File: config.mk
export PLATFORM = sky130hd
export DESIGN_NAME = movement_pulse_gen
export DESIGN_NICKNAME = d
export VERILOG_FILES = /design/src/rtl/movement_pkg.sv /design/src/rtl/button_debouncer.sv /design/src/rtl/movement_pulse_gen.sv
export SDC_FILE = /design/constraint.sdc
export NUM_CORES = 1
export LEC_CHECK = 0
export BUFFER_PORTS_ARGS = -buffer_cell sky130_fd_sc_hd__clkbuf_2
export CORE_ASPECT_RATIO = 1.1
export CORE_UTILIZATION = 50
export DETAILED_ROUTE_END_ITERATION = 8
export PLACE_DENSITY = 0.73
export SKIP_CTS_REPAIR_TIMING = 1
export SLEW_MARGIN = 30
export SYNTH_ARGS = -nofsm -noshare
export SYNTH_HDL_FRONTEND = slang
export SYNTH_SLANG_ARGS = --single-unit
File: constraint.sdc
create_clock -name clk_in -period 2.2 [get_ports clk_in]
set_input_delay 0.11 -clock clk_in [delete_from_list [all_inputs] [get_ports clk_in]]
set_output_delay 0.11 -clock clk_in [all_outputs]
set_load 0.1 [all_outputs]
File: src/rtl/movement_pkg.sv
// Shared command encoding and arbitration helper for the player-movement path.
// Command index order is also the issue priority (lowest index wins).
package movement_pkg;

    typedef enum logic [1:0] {
        CMD_FWD   = 2'd0,
        CMD_BWD   = 2'd1,
        CMD_LEFT  = 2'd2,
        CMD_RIGHT = 2'd3
    } move_cmd_t;

    localparam int NUM_CMDS = 4;

    // Matches the pos/dir/plane update depth of movement_control.
    localparam int MOVE_MIN_GAP = 3;

    function automatic move_cmd_t pick_cmd(input logic [NUM_CMDS-1:0] flags);
        move_cmd_t cmd;
        cmd = CMD_RIGHT;
        for (int i = NUM_CMDS - 1; i >= 0; i--) begin
            if (flags[i]) begin
                cmd = move_cmd_t'(i[1:0]);
            end
        end
        return cmd;
    endfunction

endpackage

File: src/rtl/button_debouncer.sv
// One raw button: 2-FF synchroniser, debounce, rising-edge detect and auto-repeat.
// req_o is a one-cycle request on each debounced press and on each repeat tick.
module button_debouncer
    import movement_pkg::*;
#(
    parameter int DEBOUNCE_CYCLES = 500_000,
    parameter int REPEAT_DELAY    = 25_000_000,
    parameter int REPEAT_PERIOD   = 10_000_000
) (
    input  logic clk_in,
    input  logic rst_in_n,
    input  logic btn_in,
    output logic req_o
);

    localparam int DB_W    = (DEBOUNCE_CYCLES < 1) ? 1 : $clog2(DEBOUNCE_CYCLES + 1);
    localparam int REP_MAX = (REPEAT_DELAY > REPEAT_PERIOD) ? REPEAT_DELAY : REPEAT_PERIOD;
    localparam int REP_W   = (REP_MAX < 1) ? 1 : $clog2(REP_MAX + 1);
    localparam bit REP_EN  = (REPEAT_DELAY != 0);

    logic             sync1_q, sync1_d;
    logic             sync2_q, sync2_d;
    logic             deb_q, deb_d;
    logic             deb_prev_q, deb_prev_d;
    logic [DB_W-1:0]  cnt_q, cnt_d;
    logic [REP_W-1:0] rep_cnt_q, rep_cnt_d;
    logic             req_q, req_d;
    logic             rise;
    logic             tick;

    always_comb begin
        sync1_d    = btn_in;
        sync2_d    = sync1_q;
        deb_d      = deb_q;
        cnt_d      = '0;
        deb_prev_d = deb_q;
        rise       = deb_q & ~deb_prev_q;
        tick       = 1'b0;
        rep_cnt_d  = '0;

        // The level flips on the DEBOUNCE_CYCLES-th consecutive mismatching sample.
        if (sync2_q != deb_q) begin
            if (cnt_q == DB_W'(DEBOUNCE_CYCLES - 1)) begin
                deb_d = ~deb_q;
            end else begin
                cnt_d = cnt_q + 1'b1;
            end
        end

        // Down-counter armed at press; a tick is suppressed on the release edge.
        if (REP_EN) begin
            if (rise) begin
                rep_cnt_d = REP_W'(REPEAT_DELAY);
            end else if (deb_q && (rep_cnt_q != '0)) begin
                if (rep_cnt_q == REP_W'(1)) begin
                    tick      = deb_d;
                    rep_cnt_d = REP_W'(REPEAT_PERIOD);
                end else begin
                    rep_cnt_d = rep_cnt_q - 1'b1;
                end
            end
        end

        req_d = rise | tick;
    end

    always_ff @(posedge clk_in) begin
        if (!rst_in_n) begin
            sync1_q    <= 1'b0;
            sync2_q    <= 1'b0;
            deb_q      <= 1'b0;
            deb_prev_q <= 1'b0;
            cnt_q      <= '0;
            rep_cnt_q  <= '0;
            req_q      <= 1'b0;
        end else begin
            sync1_q    <= sync1_d;
            sync2_q    <= sync2_d;
            deb_q      <= deb_d;
            deb_prev_q <= deb_prev_d;
            cnt_q      <= cnt_d;
            rep_cnt_q  <= rep_cnt_d;
            req_q      <= req_d;
        end
    end

    assign req_o = req_q;

endmodule

File: src/rtl/movement_pulse_gen.sv
// Turns four raw buttons into spaced, mutually exclusive one-cycle movement commands.
// Holds the sticky request flags, the fixed-priority arbiter and the inter-pulse gap counter.
module movement_pulse_gen
    import movement_pkg::*;
#(
    parameter int DEBOUNCE_CYCLES = 500_000,
    parameter int REPEAT_DELAY    = 25_000_000,
    parameter int REPEAT_PERIOD   = 10_000_000,
    parameter int MIN_GAP         = MOVE_MIN_GAP
) (
    input  logic clk_in,
    input  logic rst_in_n,
    input  logic btn_fwd_in,
    input  logic btn_bwd_in,
    input  logic btn_left_in,
    input  logic btn_right_in,
    output logic fwd_pulse,
    output logic bwd_pulse,
    output logic leftRot_pulse,
    output logic rightRot_pulse,
    output logic is_pulse
);

    localparam int GAP_W = (MIN_GAP < 2) ? 1 : $clog2(MIN_GAP);

    if (DEBOUNCE_CYCLES < 1) begin : g_bad_debounce
        $error("movement_pulse_gen: DEBOUNCE_CYCLES must be >= 1");
    end
    if (REPEAT_PERIOD < 1) begin : g_bad_period
        $error("movement_pulse_gen: REPEAT_PERIOD must be >= 1");
    end
    if (MIN_GAP < 3) begin : g_bad_gap
        $error("movement_pulse_gen: MIN_GAP must be >= 3");
    end

    logic [NUM_CMDS-1:0] btn_raw;
    logic [NUM_CMDS-1:0] req;
    logic [NUM_CMDS-1:0] flags_q, flags_d;
    logic [NUM_CMDS-1:0] pulse_q, pulse_d;
    logic [GAP_W-1:0]    gap_q, gap_d;
    move_cmd_t           cmd;

    assign btn_raw[CMD_FWD]   = btn_fwd_in;
    assign btn_raw[CMD_BWD]   = btn_bwd_in;
    assign btn_raw[CMD_LEFT]  = btn_left_in;
    assign btn_raw[CMD_RIGHT] = btn_right_in;

    for (genvar i = 0; i < NUM_CMDS; i++) begin : g_btn
        button_debouncer #(
            .DEBOUNCE_CYCLES (DEBOUNCE_CYCLES),
            .REPEAT_DELAY    (REPEAT_DELAY),
            .REPEAT_PERIOD   (REPEAT_PERIOD)
        ) u_debouncer (
            .clk_in   (clk_in),
            .rst_in_n (rst_in_n),
            .btn_in   (btn_raw[i]),
            .req_o    (req[i])
        );
    end

    always_comb begin
        flags_d = flags_q;
        pulse_d = '0;
        gap_d   = gap_q;
        cmd     = pick_cmd(flags_q);

        if (gap_q != '0) begin
            gap_d = gap_q - 1'b1;
        end else if (|flags_q) begin
            flags_d[cmd] = 1'b0;
            pulse_d[cmd] = 1'b1;
            gap_d        = GAP_W'(MIN_GAP - 1);
        end

        // Applied after the clear so a request landing on its own issue cycle is kept.
        flags_d = flags_d | req;
    end

    always_ff @(posedge clk_in) begin
        if (!rst_in_n) begin
            flags_q <= '0;
            pulse_q <= '0;
            gap_q   <= '0;
        end else begin
            flags_q <= flags_d;
            pulse_q <= pulse_d;
            gap_q   <= gap_d;
        end
    end

    assign fwd_pulse      = pulse_q[CMD_FWD];
    assign bwd_pulse      = pulse_q[CMD_BWD];
    assign leftRot_pulse  = pulse_q[CMD_LEFT];
    assign rightRot_pulse = pulse_q[CMD_RIGHT];
    assign is_pulse       = |pulse_q;

endmodule

==> results of run 1 <==
==> cell families after synthesis <==
kind of cell | synth area share
buf+inv | 0.02035
fa+ha+maj | 0.01965
simple gates | 0.2663
compound gates | 0.07831
flops | 0.4625
xor+xnor | 0.1483
mux | 0.004491
==> per-layer routing <==
layer  routed length (um)  part of all wire  global-route usage  vias to the layer above
met4                  338             0.020             0.06873                        0
met1                 8112              0.48              0.2438                     3273
met5                    0                 0                   0                        -
met2                 7986              0.47              0.3209                       99
li1                     -                 -                   -                     3632
met3                  545             0.032             0.02970                       29
==> through the flow <==
step	cell area (sq um)	TNS [ns]	util	std cells
final	10430	-0.1264	0.6063	1321
after global routing	10430	-0.5556	0.6063	1321
after CTS	10290	-0.1989	0.5982	1315
after detailed placement	9573	-0.1664	0.5564	1276
after global placement	9573	-0.07612	0.5564	1276
after floorplan	8922	-0.1753	-	1004
==> worst register-to-register path: stages, from the launching register on <==
cell     delay (ns)
dfxtp_1        0.31
or4_4          0.53
or4_4          0.46
or3_4          0.39
or4_1          0.47
o21ai_1        0.09
==> worst max-delay path by stage <==
| stage | to | slack [ns] |
|---|---|---|
| floorplan | g_btn[2].u_debouncer.req_o | -0.18 |
| global placement | g_btn[2].u_debouncer.req_o | -0.08 |
| detailed placement | g_btn[2].u_debouncer.req_o | -0.11 |
| CTS | g_btn[2].u_debouncer.req_o | -0.11 |
| global route | g_btn[2].u_debouncer.req_o | -0.14 |
| finish | g_btn[2].u_debouncer.req_o | -0.10 |
==> state kept, by name, summed over array words and instances, names as in the netlist <==
| register | flops |
|---|---|
| gap_q | 2 |
| g_btn.u_debouncer.deb_prev_d | 4 |
| g_btn.u_debouncer.cnt_q | 76 |
| pulse_q | 4 |
| g_btn.u_debouncer.rep_cnt_q | 100 |
| g_btn.u_debouncer.sync1_q | 4 |
| g_btn.u_debouncer.req_o | 4 |
| flags_q | 4 |
| g_btn.u_debouncer.sync2_q | 4 |
| g_btn.u_debouncer.deb_prev_q | 4 |
==> synth_stat cells (2+ instances only) <==
| library cell | n | area (sq um) |
|---|---|---|
| dfxtp_1 | 206 | 4124 |
| nor2_1 | 154 | 578.1 |
| xnor2_1 | 83 | 727.0 |
| xor2_1 | 68 | 595.6 |
| nand2_1 | 60 | 225.2 |
| nor3_1 | 44 | 220.2 |
| nand3_1 | 42 | 210.2 |
| a21oi_1 | 34 | 170.2 |
| nor4_1 | 32 | 200.2 |
| o21ai_0 | 30 | 150.1 |
| inv_1 | 25 | 93.84 |
| nand4_1 | 24 | 150.1 |
| clkbuf_1 | 22 | 82.58 |
| or3_1 | 20 | 125.1 |
| ha_1 | 14 | 175.2 |
| and2_1 | 13 | 81.33 |
| or4_1 | 13 | 97.59 |
| and3_1 | 12 | 75.07 |
| a31oi_1 | 10 | 62.56 |
| nor2b_1 | 10 | 62.56 |
| o31ai_1 | 10 | 75.07 |
| and4_1 | 8 | 70.07 |
| nand2b_1 | 7 | 43.79 |
| nor3b_1 | 6 | 45.04 |
| o21a_1 | 6 | 45.04 |
| nand3b_1 | 5 | 37.54 |
| mux2i_1 | 4 | 40.04 |
| nor4b_1 | 4 | 35.03 |
| o211ai_1 | 4 | 30.03 |
| a211o_1 | 3 | 26.28 |
| o22ai_1 | 3 | 18.77 |
| or2_2 | 3 | 18.77 |
| a21boi_0 | 2 | 15.01 |
| a31o_2 | 2 | 17.52 |
| nor4bb_1 | 2 | 20.02 |
| o31a_1 | 2 | 17.52 |
| o41ai_1 | 2 | 17.52 |
| or3b_2 | 2 | 17.52 |
| or4_4 | 2 | 22.52 |
==> final cells by class <==
| cell class | instances | area [sq um] | area share |
|---|---|---|---|
| clock inverter | 6 | 66.31 | 0.006358 |
| clock buffer | 33 | 651.9 | 0.06250 |
| tap | 234 | 292.8 | 0.02807 |
| timing repair buffer | 67 | 500.5 | 0.04798 |
| sequential | 206 | 4124 | 0.3954 |
| multi-input combinational | 750 | 4701 | 0.4507 |
| inverter | 25 | 93.84 | 0.008997 |
==> power by group through the flow <==
| stage | logic (uW) | registers [uW] | clock network (uW) |
|---|---|---|---|
| final | 114 | 3760 | 3590 |
| after global routing | 131 | 3760 | 3870 |
| after CTS | 110 | 3760 | 3700 |
| after detailed placement | 109 | 3840 | 0 |
| after global placement | 107 | 3840 | 0 |
| after floorplan | 81.7 | 3840 | 0 |
==> placed cells by master, fill, tap and decap left out, types with 4 or more instances in the layout <==
| cell | Yosys | routed |
|---|---|---|
| o21a_1 | 6 | 6 |
| nor2_1 | 154 | 153 |
| and3_1 | 12 | 12 |
| xor2_1 | 68 | 68 |
| o211ai_1 | 4 | 4 |
| o31ai_1 | 10 | 9 |
| clkinv_2 | 0 | 4 |
| nor3_1 | 44 | 43 |
| a21oi_1 | 34 | 34 |
| nor2b_1 | 10 | 10 |
| o21ai_0 | 30 | 28 |
| nor3b_1 | 6 | 6 |
| nand3_1 | 42 | 40 |
| nand2b_1 | 7 | 7 |
| dfxtp_1 | 206 | 206 |
| or4_1 | 13 | 13 |
| clkbuf_2 | 1 | 10 |
| mux2i_1 | 4 | 4 |
| xnor2_1 | 83 | 83 |
| clkbuf_16 | 0 | 22 |
| ha_1 | 14 | 14 |
| nor4_1 | 32 | 26 |
| nand2_1 | 60 | 58 |
| and2_1 | 13 | 13 |
| dlygate4sd3_1 | 0 | 4 |
| nor4_2 | 1 | 7 |
| clkbuf_1 | 22 | 5 |
| or3_1 | 20 | 17 |
| and4_1 | 8 | 8 |
| buf_4 | 0 | 52 |
| nand3b_1 | 5 | 5 |
| inv_1 | 25 | 25 |
| nand4_1 | 24 | 24 |
| a31oi_1 | 10 | 10 |
| clkbuf_8 | 0 | 6 |
==> reports/metrics.yaml, run 1 <==
end_point_of_the_most_critical_hold_path: "g_btn[3].u_debouncer.deb_prev_d"
switching_share: 0.2015
antenna_cells: 0
grt_start_max_net_pins: 20
synthesis_warnings: 0
input_output_buffers: 10
r2r_end: "g_btn[2].u_debouncer.req_o"
initial_drc_count: 277
drt_pre_antenna_iters: 5
final.setup.worst_slack_ns: -0.1043
design.die.area_sq_um: 18370
i_o_pin_cnt: 11
p_leak_uw: 0.004388
rsz0062_at_grt: "yes"
power_switching_uw: 1504
regToRegStartpoint: "g_btn[2].u_debouncer.rep_cnt_q[16]"
crit_family: "simple AND/OR/NAND/NOR gates"
place_hpwl_um: 11410
most_frequent_cell_on_critical_path: "or4_4"
antenna_left: 0
worstHoldPathCells: 2
first_global_vias: 6789
critical_path.startpoint_type: "register"
fin_crit_ns: 2.304
synth_async_sr_flop_share: 0
peakVddDrop_mv: 0.4633
worstMarginPinSlew_ns: 0.5407
maximum_cell_stage_delay_along_the_critical_path_ns: 0.53
grt_util_all_layers: 0.1900
hold_slack_ns: 0.1051
initial_utilization: 0.5183
worst_setup_path_end_kind: "register"
post_synth.cell_area_avg_sq_um: 8.881
areaGrowthSynthToFinish_pct: 16.98
tritoncts_clock_tree: "done"
wl_per_cell_um: 12.86
detailedPlace.worstSlack_ns: -0.1077
htreeDepth: 1
pwr-share-clk: 0.481
instance_count_on_the_critical_path: 5
overall_power_after_layout_uw: 7465
worst_slew_margin: 0.6411
grt_overflow: 0
dieWidth_um: 129.3
drt_wl_total_um: 16980
cts_root_buf: "clkbuf_16"
critical_path_buf_inv_count: 0
failed_checks: "negative setup slack"
timing.fmax_mhz: 434.0
timing.max_cap.violations: 0
post_synth_instance_area_sq_um: 8916
clkTransAtPathRegs_ns: 0.06
clock-sinks: 206
gp_routability_congestion: 0.8447
core_sq_um: 17200
synth_seq_cells: 206
power.internal_uw: 5961
timing.final.hold_violations: 0
min-delay-start: "rst_in_n"
synth-edff-count: 0
fp.dieH_um: 142.1
worst_hold_path_type: "input pin to register"
regToRegSetupSlack_ns: -0.10
antenna_found_initial: 0
placementRows: 50
syn_nets: 1024
worst-endpoint-arrival_ns: 2.74
pwr-share-seq: 0.504
drc: 0
finalSetupViolCount: 2
critPathRequiredTime_ns: 2.63
power.density_nw_per_um2: 715.7
clock-skew-final_ns: 0.008838
cp_max_fo: 3
clk_path_buf_depth: 3
setup.worst_path.start: "g_btn[2].u_debouncer.rep_cnt_q[16]"
clkLatencyLatePin_ns: 0.50
vias: 7033
worst_path_max_delay_cell: "or4_4"
timing.final.crit_share: 1.047
final_layout_net_count: 1092
tritoncts.num_buffers: 22
run_status: "finished, violations left"
drv_slew: 0
post_route_cells_drive_above_1_share: 0.1168
synth_seq_area_share: 0.4625
first_pass_grt_wire_length_um: 29330
netlist-cell-type-count: 50
layout.filler_cells: 1490
ff2ff_path_depth: 5
share_comb_of_total_power: 0.015
syn-instance-count: 1004
postSynth.topFlopCell: "dfxtp_1"
timing.critical_path.cells: "or4_4 -> or4_4 -> or3_4 -> or4_1 -> o21ai_1"
crit_type: "register to register"
viasPerCell: 5.324
Note: power is estimated with default switching activity, not from simulation.
==> run 2: changes to the inputs <==
- PLACE_DENSITY: 0.73 -> 0.71
- clock period: 2.2 -> 2.6 ns (I/O delays scaled with it)
==> run 2 against run 1 <==
The flow now finishes without violations; sequential power shrank 15%; power shrank 14%; maximum frequency shrank 5.3%; cell area shrank 3.0%; global-route usage shrank 0.46 points; sequential cell count is the same; clock power shrank 13%; clock-buffer cell count is the same; sequential share of layout area grew 1.2 points; clock skew shrank 0.0029 ns; critical endpoint unchanged; largest cell class unchanged; largest power group unchanged.
==> reports/metrics.yaml, run 2 (synthesized netlist as in run 1, its figures left out) <==
grt_util_all_layers: 0.1854  # -0.004588
crit_family: "simple AND/OR/NAND/NOR gates"
overall_power_after_layout_uw: 6403  # -14%
viasPerCell: 5.268  # -1.0%
tritoncts.num_buffers: 22  # unchanged
timing.final.crit_share: 0.9360  # -0.1114
clkLatencyLatePin_ns: 0.49  # about the same
worst_slew_margin: 0.4808  # -0.1603
worst_hold_path_type: "input pin to register"
pwr-share-seq: 0.497  # -0.007
p_leak_uw: 0.004222  # -3.8%
reg.largest.list: "g_btn.u_debouncer.rep_cnt_q (100), g_btn.u_debouncer.cnt_q (76)"
critical_path.startpoint_type: "register"
worst_setup_path_end_kind: "register"
antenna_found_initial: 0  # unchanged
place_inst: 1248  # -2.2%
worst-endpoint-arrival_ns: 2.84  # +0.10 ns
power.internal_uw: 5161  # -13%
first_global_vias: 6410  # -5.6%
timing.max_cap.violations: 0  # unchanged
design.die.area_sq_um: 18370  # unchanged
fp.dieH_um: 142.1  # unchanged
crit_type: "register to register"
htreeDepth: 1  # unchanged
drv_slew: 0  # unchanged
final.setup.worst_slack_ns: 0.1664  # +0.2706 ns
clk_path_buf_depth: 3  # unchanged
finalNonFillerCells: 1290  # -2.3%
detailedPlace.worstSlack_ns: 0.2103  # +0.3181 ns
run_status: "finished clean"
drt_wl_total_um: 16210  # -4.6%
setup.worst_path.start: "g_btn[2].u_debouncer.rep_cnt_q[16]"
timing.critical_path.cells: "or4_4 -> or4_4 -> or3_1 -> or4_1 -> o21ai_0"
critPathRequiredTime_ns: 3.00  # +0.37 ns
fin_crit_ns: 2.434  # +0.1294 ns
vias: 6796  # -3.4%
cp_max_fo: 5  # +2
use_met1: 0.2432  # -0.0006539
registers.top_by_ff_count: "g_btn.u_debouncer.rep_cnt_q"
peakVddDrop_mv: 0.4758  # +2.7%
clkTransAtPathRegs_ns: 0.06  # about the same
hold_slack_ns: 0.1652  # +0.06016 ns
initial_utilization: 0.5183  # unchanged
gr-max-usage-layer: "met2"
clock-sinks: 206  # unchanged
regToRegStartpoint: "g_btn[2].u_debouncer.rep_cnt_q[16]"
post_route_cells_drive_above_1_share: 0.07386  # -0.04297
areaGrowthSynthToFinish_pct: 13.53
clock-skew-final_ns: 0.005959  # -0.002879 ns
regToRegSetupSlack_ns: 0.17  # +0.27 ns
switching_share: 0.1939  # -0.007589
drc: 0  # unchanged
cts_root_buf: "clkbuf_16"
worstMarginPinSlew_ns: 0.7717  # +0.2310 ns
placementRows: 50  # unchanged
maximum_cell_stage_delay_along_the_critical_path_ns: 0.56  # +0.03 ns
power_switching_uw: 1242  # -17%
critical_path_buf_inv_count: 0  # unchanged
power.density_nw_per_um2: 632.5  # -12%
gp_routability_congestion: 0.7940  # -6.0%
pwr-share-clk: 0.488  # +0.007
finalSetupViolCount: 0  # -2
antenna_cells: 0  # unchanged
globalRouteMet3Util: 0.02857  # -0.001128
rsz0062_at_grt: "no"
grt_start_max_net_pins: 31  # +55%
min-delay-start: "rst_in_n"
final_layout_net_count: 1062  # -2.7%
timing.fmax_mhz: 410.9  # -5.3%
dieWidth_um: 129.3  # unchanged
tritoncts_clock_tree: "done"
core_sq_um: 17200  # unchanged
worst_path_max_delay_cell: "or4_4"
initial_drc_count: 320  # +16%
tns_ns: 0  # +0.1264 ns
most_frequent_cell_on_critical_path: "or4_4"
groute.layer.met2.usage: 0.3127  # -0.008206
i_o_pin_cnt: 11  # unchanged
wl_per_cell_um: 12.56  # -2.3%
input_output_buffers: 10  # unchanged
antenna_left: 0  # unchanged
timing.final.hold_violations: 0  # unchanged
grt_overflow: 0  # unchanged
first_pass_grt_wire_length_um: 28590  # -2.5%
share_comb_of_total_power: 0.015  # about the same
drt_pre_antenna_iters: 5  # unchanged
layout_commonest_cell: "dfxtp_1"
largest_register_ff_count: 100  # unchanged
mostFrequentLayoutCells: "206 x dfxtp_1, 154 x nor2_1, 83 x xnor2_1, 68 x xor2_1, 60 x nand2_1"
place_hpwl_um: 10980  # -3.7%
run 2: changes by cell type in the layout (fill, tap and decap cells not counted), sizes merged:
cell    before  now
buf         53   23
clkinv       5    3
bufinv       1    2
run 2: final cells by class:
| cell class | instances | area [sq um] |
|---|---|---|
| tap | 234 | 292.8 |
| multi-input combinational | 750 | 4611 |
| timing repair buffer | 37 | 262.8 |
| fill | 1513 | 7082 |
| sequential | 206 | 4124 |
| clock buffer | 33 | 663.1 |
| inverter | 25 | 93.84 |
| clock inverter | 5 | 75.07 |
run 2: worst min-delay path, cell delays in order:
cell and delay [ns]:
clkbuf_2 0.11, buf_4 0.22, o21a_1 0.13
run 2: path summary, 6_finish.rpt:
check,end,cells past startpoint
worst min-delay path,flags_q[0],3
worst max register to register,g_btn[2].u_debouncer.req_o,5
worst max-delay path,g_btn[2].u_debouncer.req_o,5
worst min register to register,g_btn[1].u_debouncer.sync2_q,1
run 2: routing by layer:
layer,part of all wire,vias up
met3,0.035,16
met5,0,-
met2,0.47,92
met4,0.014,0
met1,0.48,3106
li1,-,3582
run 2: power groups by stage:
stage	logic, uW	clock network, uW	registers (uW)
floorplan	69.1	0	3250
global placement	90.1	0	3250
detailed placement	90.0	0	3250
CTS	90.4	3220	3180
global route	109	3340	3180
finish	93.3	3130	3180
run 2: stage by stage:
stage | utilization | area [sq um]
floorplan | - | 8916
global placement | 0.5431 | 9344
detailed placement | 0.5431 | 9344
CTS | 0.5860 | 10080
global route | 0.5884 | 10120
finish | 0.5884 | 10120
